File: src/rtl/cla_pkg.sv
// Shared constants, types and helpers for the registered carry-lookahead adder.
package cla_pkg;

  localparam int CLA_GRP = 4;

  typedef struct packed {
    logic g;
    logic p;
  } cla_gp_t;

  function automatic int cla_num_groups(input int bit_w);
    return bit_w / CLA_GRP;
  endfunction

endpackage

File: src/rtl/cla_group4.sv
// 4-bit lookahead group: sum bits from a flattened carry expansion, plus group generate/propagate.
// Purely combinational; no state and no flow control.
module cla_group4 (
  input  logic [3:0] a,
  input  logic [3:0] b,
  input  logic       cin,
  output logic [3:0] s,
  output logic       grp_g,
  output logic       grp_p
);

  logic [3:0] g;
  logic [3:0] p;
  logic [3:0] c;

  always_comb begin
    g = a & b;
    p = a ^ b;

    c[0] = cin;
    c[1] = g[0] | (p[0] & cin);
    c[2] = g[1] | (p[1] & g[0]) | (p[1] & p[0] & cin);
    c[3] = g[2] | (p[2] & g[1]) | (p[2] & p[1] & g[0]) | (p[2] & p[1] & p[0] & cin);

    s = p ^ c;

    grp_g = g[3] | (p[3] & g[2]) | (p[3] & p[2] & g[1]) | (p[3] & p[2] & p[1] & g[0]);
    grp_p = &p;
  end

endmodule

File: src/rtl/cla_adder_reg.sv
// BIT-wide two-level carry-lookahead adder with registered sum/carry; 1-cycle latency, one add per cycle, no backpressure.
// Optional macro CLA_SELFCHECK_EN adds a registered o_mismatch against a behavioural reference.
module cla_adder_reg
  import cla_pkg::*;
#(
  parameter int BIT = 32,
  parameter int GRP = CLA_GRP
) (
  input  logic           i_clk,
  input  logic           i_rst,
  input  logic           i_valid,
  input  logic [BIT-1:0] i_data_a,
  input  logic [BIT-1:0] i_data_b,
  input  logic           i_carry,
  output logic           o_valid,
  output logic [BIT-1:0] o_data_s,
  output logic           o_carry
`ifdef CLA_SELFCHECK_EN
  ,
  output logic           o_mismatch
`endif
);

  localparam int NG   = cla_num_groups(BIT);
  localparam int NBLK = (NG + 3) / 4;
  localparam int NPAD = NBLK * 4;

  cla_gp_t [NG-1:0]   gp;
  logic    [NPAD-1:0] g_pad;
  logic    [NPAD-1:0] p_pad;
  logic    [NPAD-1:0] cin_pad;
  logic    [BIT-1:0]  sum_w;
  logic               cout_w;

  for (genvar gi = 0; gi < NG; gi++) begin : g_grp
    cla_group4 u_grp (
      .a     (i_data_a[gi*GRP +: GRP]),
      .b     (i_data_b[gi*GRP +: GRP]),
      .cin   (cin_pad[gi]),
      .s     (sum_w[gi*GRP +: GRP]),
      .grp_g (gp[gi].g),
      .grp_p (gp[gi].p)
    );
  end

  // Padding groups beyond NG are never referenced by a live carry term.
  always_comb begin
    g_pad = '0;
    p_pad = '0;
    for (int i = 0; i < NG; i++) begin
      g_pad[i] = gp[i].g;
      p_pad[i] = gp[i].p;
    end
  end

  // Second-level lookahead: each group carry is a flat sum of products over its block;
  // only the block carry chains from one block of 4 groups to the next.
  always_comb begin : lookahead
    logic cblk;
    logic cnxt;
    logic acc;
    logic t;
    int   base;
    int   n;
    cin_pad = '0;
    cblk    = i_carry;
    cnxt    = 1'b0;
    acc     = 1'b0;
    t       = 1'b0;
    for (int blk = 0; blk < NBLK; blk++) begin
      base = blk * 4;
      n    = (NG - base < 4) ? (NG - base) : 4;
      cnxt = 1'b0;
      for (int j = 0; j <= 4; j++) begin
        acc = cblk;
        for (int k = 0; k < 4; k++)
          if (k < j) acc = acc & p_pad[base+k];
        for (int k = 0; k < 4; k++) begin
          if (k < j) begin
            t = g_pad[base+k];
            for (int m = 0; m < 4; m++)
              if (m > k && m < j) t = t & p_pad[base+m];
            acc = acc | t;
          end
        end
        if (j < 4) cin_pad[base+j] = acc;
        if (j == n) cnxt = acc;
      end
      cblk = cnxt;
    end
    cout_w = cblk;
  end

  logic           valid_d, valid_q;
  logic [BIT-1:0] sum_d,   sum_q;
  logic           carry_d, carry_q;

  always_comb begin
    valid_d = i_valid;
    sum_d   = sum_q;
    carry_d = carry_q;
    if (i_valid) begin
      sum_d   = sum_w;
      carry_d = cout_w;
    end
  end

  always_ff @(posedge i_clk) begin
    if (i_rst) begin
      valid_q <= 1'b0;
      sum_q   <= '0;
      carry_q <= 1'b0;
    end else begin
      valid_q <= valid_d;
      sum_q   <= sum_d;
      carry_q <= carry_d;
    end
  end

  assign o_valid  = valid_q;
  assign o_data_s = sum_q;
  assign o_carry  = carry_q;

`ifdef CLA_SELFCHECK_EN
  logic [BIT:0] ref_d,      ref_q;
  logic         mismatch_d, mismatch_q;

  always_comb begin
    ref_d      = {1'b0, i_data_a} + {1'b0, i_data_b} + {{BIT{1'b0}}, i_carry};
    mismatch_d = i_valid && ({cout_w, sum_w} != ref_d);
    if (!i_valid) ref_d = ref_q;
  end

  always_ff @(posedge i_clk) begin
    if (i_rst) begin
      ref_q      <= '0;
      mismatch_q <= 1'b0;
    end else begin
      ref_q      <= ref_d;
      mismatch_q <= mismatch_d;
    end
  end

  assign o_mismatch = mismatch_q;

`ifndef SYNTHESIS
  always_ff @(posedge i_clk) begin
    if (mismatch_q)
      $error("cla_adder_reg: lookahead result %h differs from reference %h", {carry_q, sum_q}, ref_q);
  end
`endif
`endif

endmodule

File: config.mk
export PLATFORM = sky130hd
export DESIGN_NAME = cla_adder_reg
export DESIGN_NICKNAME = d
export VERILOG_FILES = /design/src/rtl/cla_pkg.sv /design/src/rtl/cla_group4.sv /design/src/rtl/cla_adder_reg.sv
export SDC_FILE = /design/constraint.sdc
export NUM_CORES = 1
export LEC_CHECK = 0
export CORE_ASPECT_RATIO = 0.9
export CORE_MARGIN = 2
export CORE_UTILIZATION = 49
export CTS_CLUSTER_SIZE = 16
export DETAILED_ROUTE_END_ITERATION = 6
export HOLD_SLACK_MARGIN = 0.08
export PLACE_DENSITY = 0.87
export SLEW_MARGIN = 20
export SYNTH_ARGS = -nofsm -noshare
export SYNTH_HDL_FRONTEND = slang
export SYNTH_HIERARCHICAL = 1
export SYNTH_SLANG_ARGS = --single-unit
File: constraint.sdc
create_clock -name i_clk -period 5.95 [get_ports i_clk]
set_input_delay 1.19 -clock i_clk [delete_from_list [all_inputs] [get_ports i_clk]]
set_output_delay 1.19 -clock i_clk [all_outputs]
set_load 0.05 [all_outputs]
==> results.sh, run 1 <==
export IMPL_crit_path_start_kind="primary input"
export IMPL_peakVddDrop_v=0.0001768
export IMPL_topRoutingLayerUsed="met4"
export IMPL_crit_buf_inv=3
export IMPL_crit_top_cell="a21o_1"
export IMPL_wire_per_inst_um=13.23
export IMPL_critPathRequiredTime_ps=6180
export IMPL_wl_met1_um=3036
export IMPL_critPathCapture="o_data_s[20]"
export IMPL_cts_hold_buf=0
export IMPL_multi_input_area_um2=1917
export IMPL_ant_nets=0
export IMPL_slowest_delay_ps=410
export IMPL_fin_util_pct=73.36
export IMPL_fp_dieH_um=75.20
export IMPL_cts_resized=0
export IMPL_grt_overflow_total=0
export IMPL_ys_top_cells_by_area="dfxtp_1 25%, ha_1 18%, mux2i_1 12%"
export IMPL_dieArea_um2=6250
export IMPL_hold_viol=0
export IMPL_fmax_mhz=261.1
export IMPL_finalMaxSlewViolations=0
export IMPL_async_reset_ff_share_pct=0
export IMPL_clkLatencyLatePin_ps=280
export IMPL_slowest_stage="clkdlybuf4s50_1"
export IMPL_track_usage_pct=20.88
export IMPL_final_nets=520
export IMPL_path_cells="clkdlybuf4s50_1 > ha_1 > a21oi_1 > nand2_1 > a21o_1 > a211oi_2 > o21bai_1 > a21o_1 > a21o_1 > inv_1 > fa_1 > inv_1 > mux2i_1 > nor2_1"
export IMPL_grt_pass1_vias=2311
export IMPL_syn_to_final_growth_pct=42.16
export IMPL_ys_warn_count=6
export IMPL_skew_ps=0
export IMPL_grt_max_degree=37
export IMPL_htree_levels=2
export IMPL_r2r_end="o_carry"
export IMPL_gp_congestion=0.8947
export IMPL_clkSlewWorstSetupHoldPaths_ps=70
export IMPL_synth_cell_type_count=28
export IMPL_cts_setup_buffers=0
export IMPL_rows=25
export IMPL_regToRegStartpoint="o_carry"
export IMPL_tightest_slew_ps=1030
export IMPL_relSlewSlack_pct=31.32
export IMPL_cts_path_max_buffers=2
export IMPL_synth_nets=419
export IMPL_grt_setup_unrepaired="no"
export IMPL_cts_inserted_buffers=5
export IMPL_dpl_hpwl_um=4998
export IMPL_crit_fanout=5
export IMPL_synth_area_um2=2760
export IMPL_grt_pass1_wl_um=10580
export IMPL_cts_tree="done"
export IMPL_syn_inst=303
export IMPL_arrival_ps=4050
export IMPL_cp_depth=14
export IMPL_ys_ff_latch=34
export IMPL_io_buffers=101
export IMPL_antenna_found_initial=0
export IMPL_synthFlopType="dfxtp_1"
export IMPL_finalSetupTns_ps=0
export IMPL_crit_start="i_data_a[2]"
export IMPL_ioPinCount=102
export IMPL_rrSetupSlack_ps=5250
export IMPL_routed_wl_met3_um=360
export IMPL_fin_crit_sh_pct=64.36
export IMPL_drc=0
export IMPL_route_met2_wl_um=2804
export IMPL_leakage_nw=1.903
export IMPL_status="finished, final reports clean"
export IMPL_first_pass_iters=4
export IMPL_synth_top_cell_by_area="dfxtp_1"
export IMPL_setup_viol_count_final=0
export IMPL_critPathTopFamily="compound AO/OA/AOI/OAI gates"
export IMPL_post_route_min_period_ps=3830
export IMPL_num_vias=2402
export IMPL_core_um2=5349
export IMPL_antenna_cells=0
export IMPL_cts_root_buf="clkbuf_8"
export IMPL_ys_seq_area_share_pct=24.66
export IMPL_syn_area_per_cell_um2=9.109
export IMPL_die_x_um=83.11
export IMPL_fill_cells=391
export IMPL_power_density_nw_per_um2=222.9
export IMPL_drt_iter0_drc=70
export IMPL_worst_r2r_cell_count=3
export IMPL_min_path_type="flip-flop to flip-flop"
export IMPL_layout_drive_gt1_share_pct=6.914
export IMPL_start_util_pct=51.60
export IMPL_synth_top_area_share_pct=24.66
export IMPL_drt_wl_total_um=6243
export IMPL_avgViaCountPerCell=5.089
export IMPL_path_class="primary input to flip-flop"
export IMPL_cts_sinks=34
export IMPL_synth_edf_count=0
export IMPL_seqCellArea_um2=680.7
export IMPL_endpoint_kind="flip-flop"
export IMPL_maxCapViolCount=0
-- per-layer routing --
layer  track usage [%]  vias to the layer above
li1                  -                     1246
met1             27.53                     1085
met2             36.20                       66
met3             4.276                        5
met4             4.372                        0
met5                 0                        -
-- worst min path at each step --
stage | slack [ps] | start | depth (start not counted) | endpoint
detailed placement | 480 | o_data_s[24] | 2 | o_data_s[24]
floorplan | 740 | o_data_s[13] | 2 | o_data_s[13]
global placement | 470 | o_data_s[26] | 2 | o_data_s[26]
CTS | 510 | o_data_s[0] | 2 | o_data_s[0]
finish | 500 | o_data_s[16] | 2 | o_data_s[16]
global route | 530 | o_data_s[31] | 2 | o_data_s[31]
-- flip-flops by register name, summed over array words and instances (netlist names) --
name	flops
o_carry	1
o_data_s	32
o_valid	1
-- power by group --
group          internal [mW]  leakage, nW  switching [mW]  total (mW)
Combinational          0.176         1.56           0.223       0.399
Sequential             0.254        0.281          0.0135       0.268
Clock                  0.123       0.0579          0.0848       0.208
-- layout make-up --
cell class                 instances  share of cell area [%]
clock inverter                     3                   1.020
sequential                        34                   17.35
timing repair buffer             102                   25.83
multi-input combinational        229                   48.85
inverter                          32                   3.061
clock buffer                       5                   1.754
tap                               67                   2.136
-- cell usage in the layout (no fill, tap or decap) --
cell type        instances
a21o_1                  20
inv_1                   32
dfxtp_1                 34
nor2_1                  33
nand4_1                  8
mux2i_1                 32
bufinv_16                1
a21o_2                   1
ha_1                    40
nor2b_1                  1
buf_4                    1
clkbuf_8                 5
o21bai_1                 1
nor4_1                   1
a211oi_2                 1
clkdlybuf4s50_1        100
nand2b_1                 1
clkinv_2                 2
o21ai_1                  2
and2_1                   1
a31o_1                   1
and4_2                   8
a21oi_1                 10
a21oi_2                  8
nand3_1                 16
fa_1                     8
xor2_1                   8
nand2_1                 11
xnor2_1                 16
buf_2                    1
o211ai_1                 1
-- cell families (layout without fill, tap and decap cells) --
| family | after synthesis | in the layout | share of synthesized area, % |
|---|---|---|---|
| flip-flops | 34 | 34 | 24.66 |
| AND/OR/NAND/NOR | 80 | 80 | 14.51 |
| buffers and inverters | 40 | 142 | 5.893 |
| AO/OA/AOI/OAI | 45 | 45 | 11.79 |
| adder cells (fa/ha/maj) | 48 | 48 | 23.93 |
| XOR/XNOR | 24 | 24 | 7.616 |
| multiplexers | 32 | 32 | 11.60 |
-- cell usage after synthesis, types with 2 or more instances --
| cell | n |
|---|---|
| a21o_1 | 20 |
| mux2i_1 | 32 |
| and4_2 | 8 |
| fa_1 | 8 |
| xor2_1 | 8 |
| xnor2_1 | 16 |
| nand2_1 | 11 |
| dfxtp_1 | 34 |
| nand4_1 | 8 |
| nor2_1 | 33 |
| ha_1 | 40 |
| inv_1 | 32 |
| o21ai_1 | 2 |
| clkbuf_1 | 4 |
| a21oi_2 | 8 |
| buf_4 | 3 |
| nand3_1 | 16 |
| a21oi_1 | 10 |
-- tightest hold or removal path, cell delays in order (launching register included) --
cell	delay [ps]
dfxtp_1	330
mux2i_1	70
nor2_1	70
-- per-stage QoR --
step	area [µm²]	worst slack [ps]	power [mW]	std cells	hold slack, ps
after floorplan	2760	2517	0.5382	303	737.0
after global placement	3815	1912	0.6646	464	471.4
after detailed placement	3815	1823	0.6716	464	484.1
after CTS	3924	2119	0.8843	472	505.7
after global routing	3924	1870	0.9268	472	529.4
final	3924	2120	0.8746	472	499.1
No activity file was read; power rests on OpenSTA's default activity.
==> run 2, diff against run 1 <==
Settings changed: CORE_UTILIZATION 49 to 41, PLACE_DENSITY 0.87 to 0.78.
Clock period 5.95 ns to 3.25 ns, I/O delays scaled along.
==> results.sh, run 2 (synthesized netlist as in run 1, its figures left out) <==
export IMPL_status="finished, final reports clean"
export IMPL_largest_reg_flops=32
export IMPL_post_route_min_period_ps=3101
export IMPL_p_seq_share_pct=30.0
export IMPL_cts_path_max_buffers=2
export IMPL_num_vias=2507
export IMPL_final_cell_mix="100 x clkdlybuf4s50_1, 38 x ha_1, 34 x dfxtp_1"
export IMPL_layout_commonest_cell="clkdlybuf4s50_1"
export IMPL_grt_overflow_total=0
export IMPL_power_mw=1.635
export IMPL_hold_start="o_data_s[31]"
export IMPL_peakVddDrop_v=0.0002863
export IMPL_min_to="o_data_s[31]"
export IMPL_r2r_end="o_carry"
export IMPL_path_cells="clkdlybuf4s50_1 > ha_2 > a21oi_2 > nand2_1 > a21o_1 > nor4_1 > o21ai_1 > a31o_1 > inv_1 > fa_1 > inv_1 > mux2i_1 > nor2_1"
export IMPL_min_path_cells=2
export IMPL_cts_hold_buf=0
export IMPL_drt_iter0_drc=50
export IMPL_swShare_pct=36.59
export IMPL_power_density_nw_per_um2=393.4
export IMPL_p_int_mw=1.037
export IMPL_setup_viol_count_final=0
export IMPL_hold_slack_ps=494.9
export IMPL_rows=28
export IMPL_grt_pass1_wl_um=11230
export IMPL_path_class="primary input to flip-flop"
export IMPL_regToRegStartpoint="o_carry"
export IMPL_power_frac_comb_pct=47.5
export IMPL_worst_r2r_cell_count=3
export IMPL_crit_path_start_kind="primary input"
export IMPL_rrSetupSlack_ps=2540
export IMPL_clock_power_share_pct=22.5
export IMPL_ant_nets=0
export IMPL_final_nets=543
export IMPL_gp_congestion=0.8151
export IMPL_grt_setup_unrepaired="no"
export IMPL_io_buffers=101
export IMPL_cts_tree="done"
export IMPL_first_pass_iters=4
export IMPL_htree_levels=2
export IMPL_clkSlewWorstSetupHoldPaths_ps=70
export IMPL_start_util_pct=42.13
export IMPL_dieArea_um2=7405
export IMPL_clkLatencyLatePin_ps=280
export IMPL_avgViaCountPerCell=4.840
export IMPL_drc=0
export IMPL_die_x_um=90.49
export IMPL_endpoint_kind="flip-flop"
export IMPL_cts_sinks=34
export IMPL_antenna_found_initial=0
export IMPL_cts_root_buf="clkbuf_8"
export IMPL_worst_slack_ps=149.4
export IMPL_crit_fanout=4
export IMPL_tightest_slew_ps=706.3
export IMPL_wire_per_inst_um=13.05
export IMPL_grt_max_degree=26
export IMPL_maxCapViolCount=0
export IMPL_cts_inserted_buffers=5
export IMPL_leakage_nw=2.015
export IMPL_core_um2=6551
export IMPL_fmax_mhz=322.5
export IMPL_critPathRequiredTime_ps=3470
export IMPL_crit_buf_inv=3
export IMPL_dpl_hpwl_um=5507
export IMPL_antenna_cells=0
export IMPL_fin_crit_sh_pct=95.40
export IMPL_arrival_ps=3320
export IMPL_min_path_type="flip-flop to flip-flop"
export IMPL_switchingPower_mw=0.5984
export IMPL_drt_wl_total_um=6759
export IMPL_crit_top_cell="inv_1"
export IMPL_skew_ps=0
export IMPL_fin_util_pct=63.45
export IMPL_slowest_stage="clkdlybuf4s50_1"
export IMPL_relSlewSlack_pct=52.91
export IMPL_slowest_delay_ps=470
export IMPL_track_usage_pct=18.73
export IMPL_hold_viol=0
export IMPL_grt_pass1_vias=2492
export IMPL_layout_drive_gt1_share_pct=13.32
export IMPL_critPathTopFamily="compound AO/OA/AOI/OAI gates"
export IMPL_ioPinCount=102
export IMPL_pre_cts_ws_ps=-211.9
export IMPL_fp_dieH_um=81.84
export IMPL_syn_to_final_growth_pct=50.59
export IMPL_finalMaxSlewViolations=0
run 2: cell types whose count changed in the layout (fill, tap and decap cells not counted):
cell,previous run,this run
buf_4,1,24
a21oi_1,10,6
a21oi_2,8,12
clkbuf_8,5,8
clkinv_2,2,0
ha_1,40,38
bufinv_16,1,0
ha_2,0,1
ha_4,0,1
run 2: power by group through the flow:
| stage | sequential [mW] | clock (mW) | combinational, mW |
|---|---|---|---|
| global route | 0.496 | 0.403 | 0.843 |
| detailed placement | 0.500 | 0 | 0.767 |
| floorplan | 0.665 | 0 | 0.321 |
| CTS | 0.492 | 0.379 | 0.771 |
| finish | 0.491 | 0.368 | 0.776 |
| global placement | 0.499 | 0 | 0.753 |
run 2: cell type report:
cell class	count	area, µm²
Clock buffer	8	110.1
Fill cell	554	2395
Inverter	32	120.1
Multi-Input combinational cell	229	1947
Sequential cell	34	680.7
Tap cell	90	112.6
Timing Repair Buffer	125	1186
run 2: what timing repair did:
item | 4_1_cts | 5_1_grt
setup buffers | 0 | 1
endpoints found under the setup margin | 0 | 6
resized for setup | 0 | 6
run 2: how the worst max path moves through the flow:
stage                      start            to  slack [ps]  depth (start not counted)
floorplan            i_data_a[2]  o_data_s[20]         360                         13
global placement    i_data_a[10]  o_data_s[28]        -130                         13
detailed placement   i_data_a[6]  o_data_s[20]        -210                         14
CTS                  i_data_a[6]  o_data_s[20]          70                         14
global route         i_data_a[6]  o_data_s[21]          10                         14
finish              i_data_b[10]  o_data_s[28]         150                         13
run 2: through the flow:
| step | std cells | cell area [µm²] | TNS [ps] |
|---|---|---|---|
| 3_3_place_gp | 509 | 4009 | -355.8 |
| 5_1_grt | 518 | 4156 | 0 |
| 6_report | 518 | 4156 | 0 |
| 3_5_place_dp | 509 | 4009 | -1280 |
| 4_1_cts | 517 | 4119 | 0 |
| 2_1_floorplan | 303 | 2760 | 0 |
run 2: tightest hold or removal path: stages (launching register included):
cell and delay (ps):
dfxtp_1 330, mux2i_1 60, nor2_1 70
run 2: routing by layer:
metal / share of wire (%) / global-route usage, % / vias up
met1: 46 / 23.32 / 1150
met4: 0.58 / 4.615 / 0
met3: 5.1 / 6.422 / 4
li1: - / - / 1288
met2: 48 / 31.49 / 65
met5: 0 / 0 / -
==> run 3, diff against run 2 <==
Settings changed: CTS_CLUSTER_DIAMETER set to 120.
==> results of run 3 <==
The final DEF is identical to that of run 2; final timing and power are the same.
